$ cat config.mk
export PLATFORM = sky130hd
export DESIGN_NAME = imem_loader_flat
export DESIGN_NICKNAME = d
export VERILOG_FILES = /design/src/rtl/imem_loader_if.sv /design/src/rtl/imem_loader.sv /design/src/flat_wrapper.sv
export SDC_FILE = /design/constraint.sdc
export NUM_CORES = 1
export LEC_CHECK = 0
export ABC_AREA = 1
export BUFFER_PORTS_ARGS = -buffer_cell sky130_fd_sc_hd__buf_2
export CORE_UTILIZATION = 50
export DETAILED_ROUTE_END_ITERATION = 8
export GPL_TIMING_DRIVEN = 0
export PLACE_DENSITY = 0.78
export SLEW_MARGIN = 15
export SYNTH_ARGS = -nofsm -noshare
export SYNTH_HDL_FRONTEND = slang
export SYNTH_SLANG_ARGS = --single-unit
$ cat constraint.sdc
create_clock -name clk -period 2.8 [get_ports clk]
set_input_delay 0.56 -clock clk [delete_from_list [all_inputs] [get_ports clk]]
set_output_delay 0.56 -clock clk [all_outputs]
set_load 0.1 [all_outputs]
$ cat src/rtl/imem_loader_if.sv
// Byte-stream valid/ready channel feeding the instruction-memory loader.
interface imem_loader_if;
    logic       in_valid;
    logic [7:0] in_data;
    logic       in_ready;

    modport master (
        output in_valid,
        output in_data,
        input  in_ready
    );

    modport slave (
        input  in_valid,
        input  in_data,
        output in_ready
    );
endinterface

$ cat src/rtl/imem_loader.sv
// Boot loader: length-prefixed, XOR-checksummed byte stream into imem.
// Holds the core in reset until a verified image has been written.
module imem_loader #(
    parameter logic [19:0] BASE_ADDR = 20'h00000,
    parameter int          MAX_WORDS = 1024
) (
    input  logic         clk,
    input  logic         reset_n,
    imem_loader_if.slave stream,
    input  logic         reload,
    output logic         imem_we,
    output logic [19:0]  imem_addr,
    output logic [31:0]  imem_wdata,
    output logic         core_reset_n,
    output logic         done,
    output logic         error
);

    typedef enum logic [2:0] {
        LEN0,
        LEN1,
        DATA,
        CKSUM,
        DONE,
        ERR
    } state_t;

    state_t      state;
    state_t      state_n;
    logic [15:0] len;
    logic [15:0] word_idx;
    logic [1:0]  byte_idx;
    logic [7:0]  acc;
    logic [23:0] wbuf;
    logic        ready;
    logic        accept;
    logic [15:0] len_full;
    logic        last_byte;

    assign stream.in_ready = ready;
    assign accept          = stream.in_valid & ready;
    assign len_full        = {stream.in_data, len[7:0]};
    assign last_byte       = (byte_idx == 2'd3) &&
                             (word_idx == len - 16'd1);

    always_comb begin
        state_n = state;
        unique case (state)
            LEN0: begin
                if (accept) state_n = LEN1;
            end
            LEN1: begin
                if (accept) begin
                    if (int'(len_full) > MAX_WORDS)
                        state_n = ERR;
                    else if (len_full == 16'd0)
                        state_n = CKSUM;
                    else
                        state_n = DATA;
                end
            end
            DATA: begin
                if (accept && last_byte) state_n = CKSUM;
            end
            CKSUM: begin
                if (accept)
                    state_n = (stream.in_data == acc) ? DONE : ERR;
            end
            DONE, ERR: begin
                if (reload) state_n = LEN0;
            end
            default: state_n = LEN0;
        endcase
    end

    always_ff @(posedge clk or negedge reset_n) begin
        if (!reset_n) begin
            state        <= LEN0;
            len          <= '0;
            word_idx     <= '0;
            byte_idx     <= '0;
            acc          <= '0;
            wbuf         <= '0;
            ready        <= 1'b1;
            imem_we      <= 1'b0;
            imem_addr    <= '0;
            imem_wdata   <= '0;
            core_reset_n <= 1'b0;
            done         <= 1'b0;
            error        <= 1'b0;
        end else begin
            state        <= state_n;
            imem_we      <= 1'b0;
            // Status flags follow the state being entered, so they move
            // on the same edge as the accepting byte or the reload.
            ready        <= (state_n != DONE) && (state_n != ERR);
            done         <= (state_n == DONE);
            error        <= (state_n == ERR);
            core_reset_n <= (state_n == DONE);
            if (accept) begin
                unique case (state)
                    LEN0: begin
                        len[7:0] <= stream.in_data;
                        acc      <= stream.in_data;
                        word_idx <= '0;
                        byte_idx <= '0;
                    end
                    LEN1: begin
                        len[15:8] <= stream.in_data;
                        acc       <= acc ^ stream.in_data;
                    end
                    DATA: begin
                        acc      <= acc ^ stream.in_data;
                        byte_idx <= byte_idx + 2'd1;
                        if (byte_idx != 2'd3) begin
                            wbuf[{byte_idx, 3'b000} +: 8] <= stream.in_data;
                        end else begin
                            imem_wdata <= {stream.in_data, wbuf};
                            imem_addr  <= BASE_ADDR +
                                          20'({word_idx, 2'b00});
                            imem_we    <= 1'b1;
                            word_idx   <= word_idx + 16'd1;
                        end
                    end
                    default: ;
                endcase
            end
        end
    end

endmodule

$ cat src/flat_wrapper.sv
// flat-port wrapper written by rule: the top's interface ports become plain ports
module imem_loader_flat 
#(
    parameter logic [19:0] BASE_ADDR = 20'h00000,
    parameter int          MAX_WORDS = 1024
)
  (clk, reset_n, reload, imem_we, imem_addr, imem_wdata, core_reset_n, done, error, stream_in_valid, stream_in_data, stream_in_ready);
  imem_loader_if stream_i ();
  input  logic clk;
  input  logic reset_n;
  input  logic reload;
  output logic imem_we;
  output logic [19:0] imem_addr;
  output logic [31:0] imem_wdata;
  output logic core_reset_n;
  output logic done;
  output logic error;
  input wire logic [$bits(stream_i.in_valid)-1:0] stream_in_valid;
  input wire logic [$bits(stream_i.in_data)-1:0] stream_in_data;
  output wire logic [$bits(stream_i.in_ready)-1:0] stream_in_ready;
  assign stream_i.in_valid = stream_in_valid;
  assign stream_i.in_data = stream_in_data;
  assign stream_in_ready = stream_i.in_ready;
  imem_loader #(.BASE_ADDR(BASE_ADDR), .MAX_WORDS(MAX_WORDS)) u_core (.clk(clk), .reset_n(reset_n), .stream(stream_i), .reload(reload), .imem_we(imem_we), .imem_addr(imem_addr), .imem_wdata(imem_wdata), .core_reset_n(core_reset_n), .done(done), .error(error));
endmodule
==> results of run 1 <==
==> how the worst min path moves through the flow <==
stage                                       to                            start  slack, ns
2_1_floorplan        u_core.acc[0]$_DFFE_PN0P_                          reset_n       0.26
3_3_place_gp   u_core.imem_addr[8]$_DFFE_PN0P_  u_core.imem_addr[8]$_DFFE_PN0P_       0.46
3_5_place_dp   u_core.imem_addr[5]$_DFFE_PN0P_                          reset_n       0.47
4_1_cts         u_core.word_idx[4]$_DFFE_PN0P_                          reset_n       0.03
5_1_grt         u_core.word_idx[4]$_DFFE_PN0P_                          reset_n       0.05
6_report       u_core.imem_addr[5]$_DFFE_PN0P_                          reset_n       0.03
==> registers in the layout, summed over array words and instances, names as in the netlist <==
register	flops
u_core.stream.in_ready	1
u_core.imem_wdata	32
u_core.imem_we	1
u_core.state	3
u_core.acc	8
u_core.len	16
u_core.word_idx	16
u_core.imem_addr	16
u_core.error	1
u_core.core_reset_n	1
u_core.wbuf	24
u_core.byte_idx	2
==> through the flow <==
step	setup slack (ns)	hold WS, ns
finish	0.748	0.0326
global placement	-0.302	0.463
floorplan	0.717	0.264
detailed placement	0.660	0.470
global route	0.500	0.0461
CTS	0.755	0.0308
==> cells by family after synthesis <==
| family | after synthesis | share of synthesized area, % |
|---|---|---|
| buffers and inverters | 115 | 8.32 |
| other | 1 | 0.0639 |
| DFF | 121 | 51.6 |
| AOI/OAI and AO/OA | 123 | 10.7 |
| adders and majority gates | 7 | 1.49 |
| xor gates and xnor gates | 24 | 3.82 |
| and+or+nand+nor | 320 | 23.9 |
==> worst register-to-register path, delay by kind of cell (launching register included) <==
| kind | cells | cell delay, ns |
|---|---|---|
| DFF | 1 | 0.43 |
| AOI/OAI and AO/OA | 1 | 0.09 |
| and+or+nand+nor | 3 | 0.54 |
| buffers and inverters | 3 | 0.64 |
| adders and majority gates | 1 | 0.22 |
==> placed cells by master, fill, tap and decap left out, types with 4 or more instances in the layout <==
cell         n
a21oi_1     13
buf_2       68
buf_4        5
buf_6        5
bufinv_16    5
clkbuf_1     9
clkbuf_16   17
clkinv_4     4
conb_1       4
dfrtp_1    120
ha_1         7
inv_1       88
inv_2        4
nand2_1    180
nand2_2      5
nand3_1     49
nand4_1      6
nor2_1      53
nor2_2       5
nor2_4       4
nor3_1       7
nor4_1       4
o21ai_0     98
o21ai_1      6
xnor2_1      7
xor2_1      16
==> power by group through the flow <==
stage	Combinational (mW)	Sequential (mW)	Clock, mW
floorplan	1.47	4.11	0
global placement	3.52	2.69	0
detailed placement	3.58	2.71	0
CTS	3.61	2.69	2.44
global route	3.92	2.76	2.53
finish	3.61	2.70	2.42
==> per-layer routing <==
layer  up-vias  global-route usage [%]
li1       2434                       -
met1      2327                    31.9
met2       198                    41.3
met3        28                    6.17
met4         2                    10.7
met5         -                       0
==> layout make-up <==
| class | count | share of cell area, % |
|---|---|---|
| Inverter | 93 | 4.96 |
| Tap cell | 143 | 2.53 |
| Clock buffer | 19 | 6.27 |
| Sequential cell | 121 | 42.9 |
| Timing Repair Buffer | 65 | 5.01 |
| Clock inverter | 13 | 3.04 |
| Multi-Input combinational cell | 478 | 33.4 |
| Buffer | 22 | 1.95 |
==> impl_metrics.ini, run 1 <==
[floorplan]
dieHeight_um = 110
pin_count = 69
die_width_um = 110
rows = 39
dieArea_mm2 = 0.0122
initial_utilization_pct = 51.4
core_mm2 = 0.0114

[layout]
areaGrowthSynthToFinish_pct = 20.5
area.sequential_mm2 = 0.00303
drive_gt1_share_pct = 16.6
layout.cells.non_filler = 954
antenna_cells = 0
fillCellCount = 978
utilization_pct = 61.9
multi_input_area_mm2 = 0.00236
num-nets-final = 817
finalInstanceArea_mm2 = 0.00707

[clock_tree]
cts_root_buf = clkbuf_16
cts_setup_buffers = 0
insertion_delay_ns = 0.41
cts.sinks = 121
cts.hold.buffers_added = 0
cts_resized = 0
cts_max_level = 4
numCtsBuffers = 17
clk_pin_slew_worst_paths_ns = 0.06
clockBufferDepth = 2
cts_tree = done

[setup_path]
r2r_cells = 8
worstPathRequired_ns = 3.07
r2r_start = u_core.byte_idx[0]$_DFFE_PN0P_
worstSetupPathDepth = 8
worst_path_most_repeated_cell = buf_2
start_kind = flip-flop
path_buf_inv = 3
end_kind = flip-flop
rr_endpoint = u_core.imem_wdata[30]$_DFFE_PN0P_
crit_end = u_core.imem_wdata[30]$_DFFE_PN0P_
path_cells = ha_1, nand3_1, nor2_1, inv_2, buf_2, buf_2, nand2_1, o21ai_0
slowest_delay_ns = 0.43
r2r_slack_ns = 0.75
cp.arrival_ns = 2.32
crit_fanout = 10
cp_slowest_cell = dfrtp_1
crit_type = reg -> reg
path_delay_family = buffers and inverters
startpoint = u_core.byte_idx[0]$_DFFE_PN0P_

[drt]
drtIter0Drc = 305
wl_um = 14000
wl_met3_um = 1010
wl_met1_um = 6020
viasPerCell = 5.23
wl_met2_um = 6600
vias = 4989
antenna_left = 0
routedWlPerCell_um = 14.6
drc = 0
first_pass_iters = 5
highest_layer = met5

[synth]
yosys_warnings = 0
ys_async_sr_fraction_pct = 100
ys_ff_latch = 121
synth.top_cell.area_share_pct = 51.2
synthTopCellsByArea = dfrtp_1 (51%), nand2_1 (12%), o21ai_0 (8.4%)
dominantRegCellSynth = dfrtp_1
synth_edf_count = 0
synth_area_mm2 = 0.00587
synth_common_cells = nand2_1 (180), dfrtp_1 (120), o21ai_0 (98)
synth_top_cell_by_area = dfrtp_1
yosysMostFrequentCell = nand2_1
syn_inst = 711
syn_area_per_cell_um2 = 8.25
yosysUniqueCellTypes = 37
seq_area_frac_synth_pct = 51.6

[timing]
finalHoldViolCount = 0
setup_tns_ns = 0
rsz0062_at_grt = false
min_period_over_period_pct = 73.3
relSlewSlack_pct = 61.9
setup_viol = 0
min_period_ns = 2.05
maxSlewViolCount = 0
worst_pin_slew_ns = 0.569
skew_ns = 0.00753
fmax_mhz = 487

[grt]
grt_pass1_wl_um = 23100
grt_max_degree = 89
antenna_found_initial = 1
grt_pass1_vias = 4799
track_usage_pct = 25.2
overflow = 0

[power_and_ir_drop]
clkPwrFrac_pct = 27.7
switchingPower_mw = 4.01
intPower_mw = 4.72
combPwrFrac_pct = 41.4
cellPowerDensity_mw_per_mm2 = 1230
power_leakage_nw = 3.56
vdd.ir_drop.worst_mv = 1.42
seq_power_share_pct = 30.9
sw_frac_of_total_pct = 45.9
total_power_mw = 8.73

[place]
gp_congestion = 0.912
dp_hpwl_um = 9940
dp.cells = 922
numPortBuffers = 64
dpl_cell_area_mm2 = 0.00641

[hold_path]
min_path_type = in -> async

[status]
status = completed

[flow_run]
max_cap_viol_count = 0
(Power assumes the default switching activity.)
==> inputs of run 2 (changes only) <==
==> constraint.sdc (replaced) <==
create_clock -name clk -period 2.05 [get_ports clk]
set_input_delay 0.41 -clock clk [delete_from_list [all_inputs] [get_ports clk]]
set_output_delay 0.41 -clock clk [all_outputs]
set_load 0.1 [all_outputs]
==> run 2 against run 1 <==
  * Clock power increased by 22%
  * Critical path type unchanged
  * Cell count increased by 0.31%
  * Die area unchanged
  * Power increased by 34%
  * Setup slack got worse by 0.68 ns
  * Utilization increased by 0.055 points
  * Highest routed layer unchanged
  * Count of clock-buffer cells in the layout increased by 3
  * Cell area about the same
  * Combinational power increased by 39%
  * Register-to-register slack got worse by 0.68 ns
  * Routed wire length increased by 2.4%
  * Sequential share of layout area about the same
==> impl_metrics.ini, run 2 (same netlist as run 1, synthesis figures left out) <==
[status]
status = completed

[timing]
relSlewSlack_pct = 60.1
min_period_ns = 1.99
setup_viol = 0
worst_pin_slew_ns = 0.596
fmax_mhz = 504
maxSlewViolCount = 0
min_period_over_period_pct = 96.8
skew_ns = 0.00980
rsz0062_at_grt = true
hold_slack_ns = 0.294
finalHoldViolCount = 0
setup_tns_ns = 0

[clock_tree]
insertion_delay_ns = 0.41
clockBufferDepth = 2
numCtsBuffers = 17
cts_tree = done
cts.sinks = 121
cts_max_level = 4
clk_pin_slew_worst_paths_ns = 0.06
cts_root_buf = clkbuf_16

[hold_path]
whs_path_depth = 3
min_path_type = in -> reg

[grt]
grt_use_met3_pct = 6.82
overflow = 0
grt_pass1_wl_um = 23600
met1_usage_pct = 32.0
busiest_layer = met2
grt_pass1_vias = 4879
grt_use_met2_pct = 43.9
antenna_found_initial = 1
grt_max_degree = 65
track_usage_pct = 26.0

[layout]
top_register = u_core.imem_wdata
antenna_cells = 0
finalInstanceArea_mm2 = 0.00707
drive_gt1_share_pct = 17.6
largest_registers = u_core.imem_wdata x32, u_core.wbuf x24
final_common_cell = nand2_1
areaGrowthSynthToFinish_pct = 20.6
final_cell_mix = nand2_1 (178), dfrtp_1 (120), o21ai_0 (98)
largest_reg_flops = 32
utilization_pct = 62.0
num-nets-final = 820

[setup_path]
crit_type = reg -> reg
r2r_cells = 11
start_kind = flip-flop
end_kind = flip-flop
crit_fanout = 9
cp.arrival_ns = 2.28
r2r_slack_ns = 0.06
worstPathRequired_ns = 2.34

[floorplan]
die_width_um = 110
pin_count = 69
dieHeight_um = 110
core_mm2 = 0.0114
initial_utilization_pct = 51.4
dieArea_mm2 = 0.0122
rows = 39

[power_and_ir_drop]
vdd.ir_drop.worst_mv = 1.28
cellPowerDensity_mw_per_mm2 = 1650
power_leakage_nw = 3.54

[drt]
drc = 0
drtIter0Drc = 263
routedWlPerCell_um = 14.9
vias = 4978
viasPerCell = 5.20
wl_um = 14300
antenna_left = 0
first_pass_iters = 5

[flow_run]
max_cap_viol_count = 0

[place]
dp_hpwl_um = 9990
numPortBuffers = 64
dpl_cell_area_mm2 = 0.00641
gp_congestion = 0.887
==> run 2: cell types whose count changed in the layout (fill, tap and decap cells not counted), moves of 2 or more <==
cell and delta:
bufinv_16 -3, clkinvlp_4 +2, nand2_2 +2, nor2_1 -3
buf_2 -2, clkbuf_4 +2, clkbuf_8 +2, nand2_1 -2
nor2_4 +4, inv_6 -2
==> run 2: stage by stage <==
step,setup WS [ns],total power [mW],instances
final,0.0647,11.7,957
after global routing,-0.0167,12.4,957
after CTS,-0.00438,11.6,955
after detailed placement,-0.0317,8.60,922
after global placement,-0.910,8.49,921
after floorplan,0.0860,7.63,714
==> run 2: per-layer routing <==
layer	vias up	wire length, um
met5	-	14
met4	2	398
met3	34	762
met2	142	6880
met1	2353	6240
li1	2447	-
==> run 2: cell type report <==
cell class	instances	area [um^2]
Clock inverter	10	119
Tap cell	143	179
Clock buffer	22	474
Inverter	93	354
Timing Repair Buffer	67	372
Sequential cell	121	3030
Fill cell	973	4340
Multi-Input combinational cell	479	2400
Buffer	22	143
==> run 2: repair_timing <==
action | CTS | global route
setup endpoints to repair | 11 | 56
hold buffers | 1 | 0
pin swaps | 0 | 2
gates cloned | 0 | 1
resized for setup | 1 | 13
setup buffers | 0 | 1
endpoints found under the hold margin | 56 | 0
==> run 2: report_power, final <==
group / switching (mW) / leakage, nW / internal (mW)
clock network: 1.08 / 0.282 / 1.88
logic: 3.94 / 1.71 / 1.09
registers: 0.503 / 1.55 / 3.19
total: 5.52 / 3.54 / 6.16
==> run 2: worst max-delay path, cell delays in order (launching register included) <==
cell,delay [ns]
dfstp_4,0.61
nand2_2,0.14
clkinv_4,0.14
nand2_1,0.12
inv_2,0.11
nand2_4,0.10
nor2_4,0.14
nand2_2,0.10
nor2_4,0.13
nand3_2,0.09
o21ai_1,0.13
a21oi_1,0.05
==> run 2: worst paths after layout <==
check / endpoint / start
worst max-delay path: u_core.word_idx[12]$_DFFE_PN0P_ / u_core.stream.in_ready$_DFF_PN1_
worst min-delay path: u_core.wbuf[3]$_DFFE_PN0P_ / stream_in_data[3]
worst max register to register: u_core.word_idx[12]$_DFFE_PN0P_ / u_core.stream.in_ready$_DFF_PN1_
worst min register to register: u_core.imem_addr[9]$_DFFE_PN0P_ / u_core.imem_addr[9]$_DFFE_PN0P_
max in group asynchronous: u_core.imem_wdata[12]$_DFFE_PN0P_ / reset_n
min in group asynchronous: u_core.imem_addr[4]$_DFFE_PN0P_ / reset_n
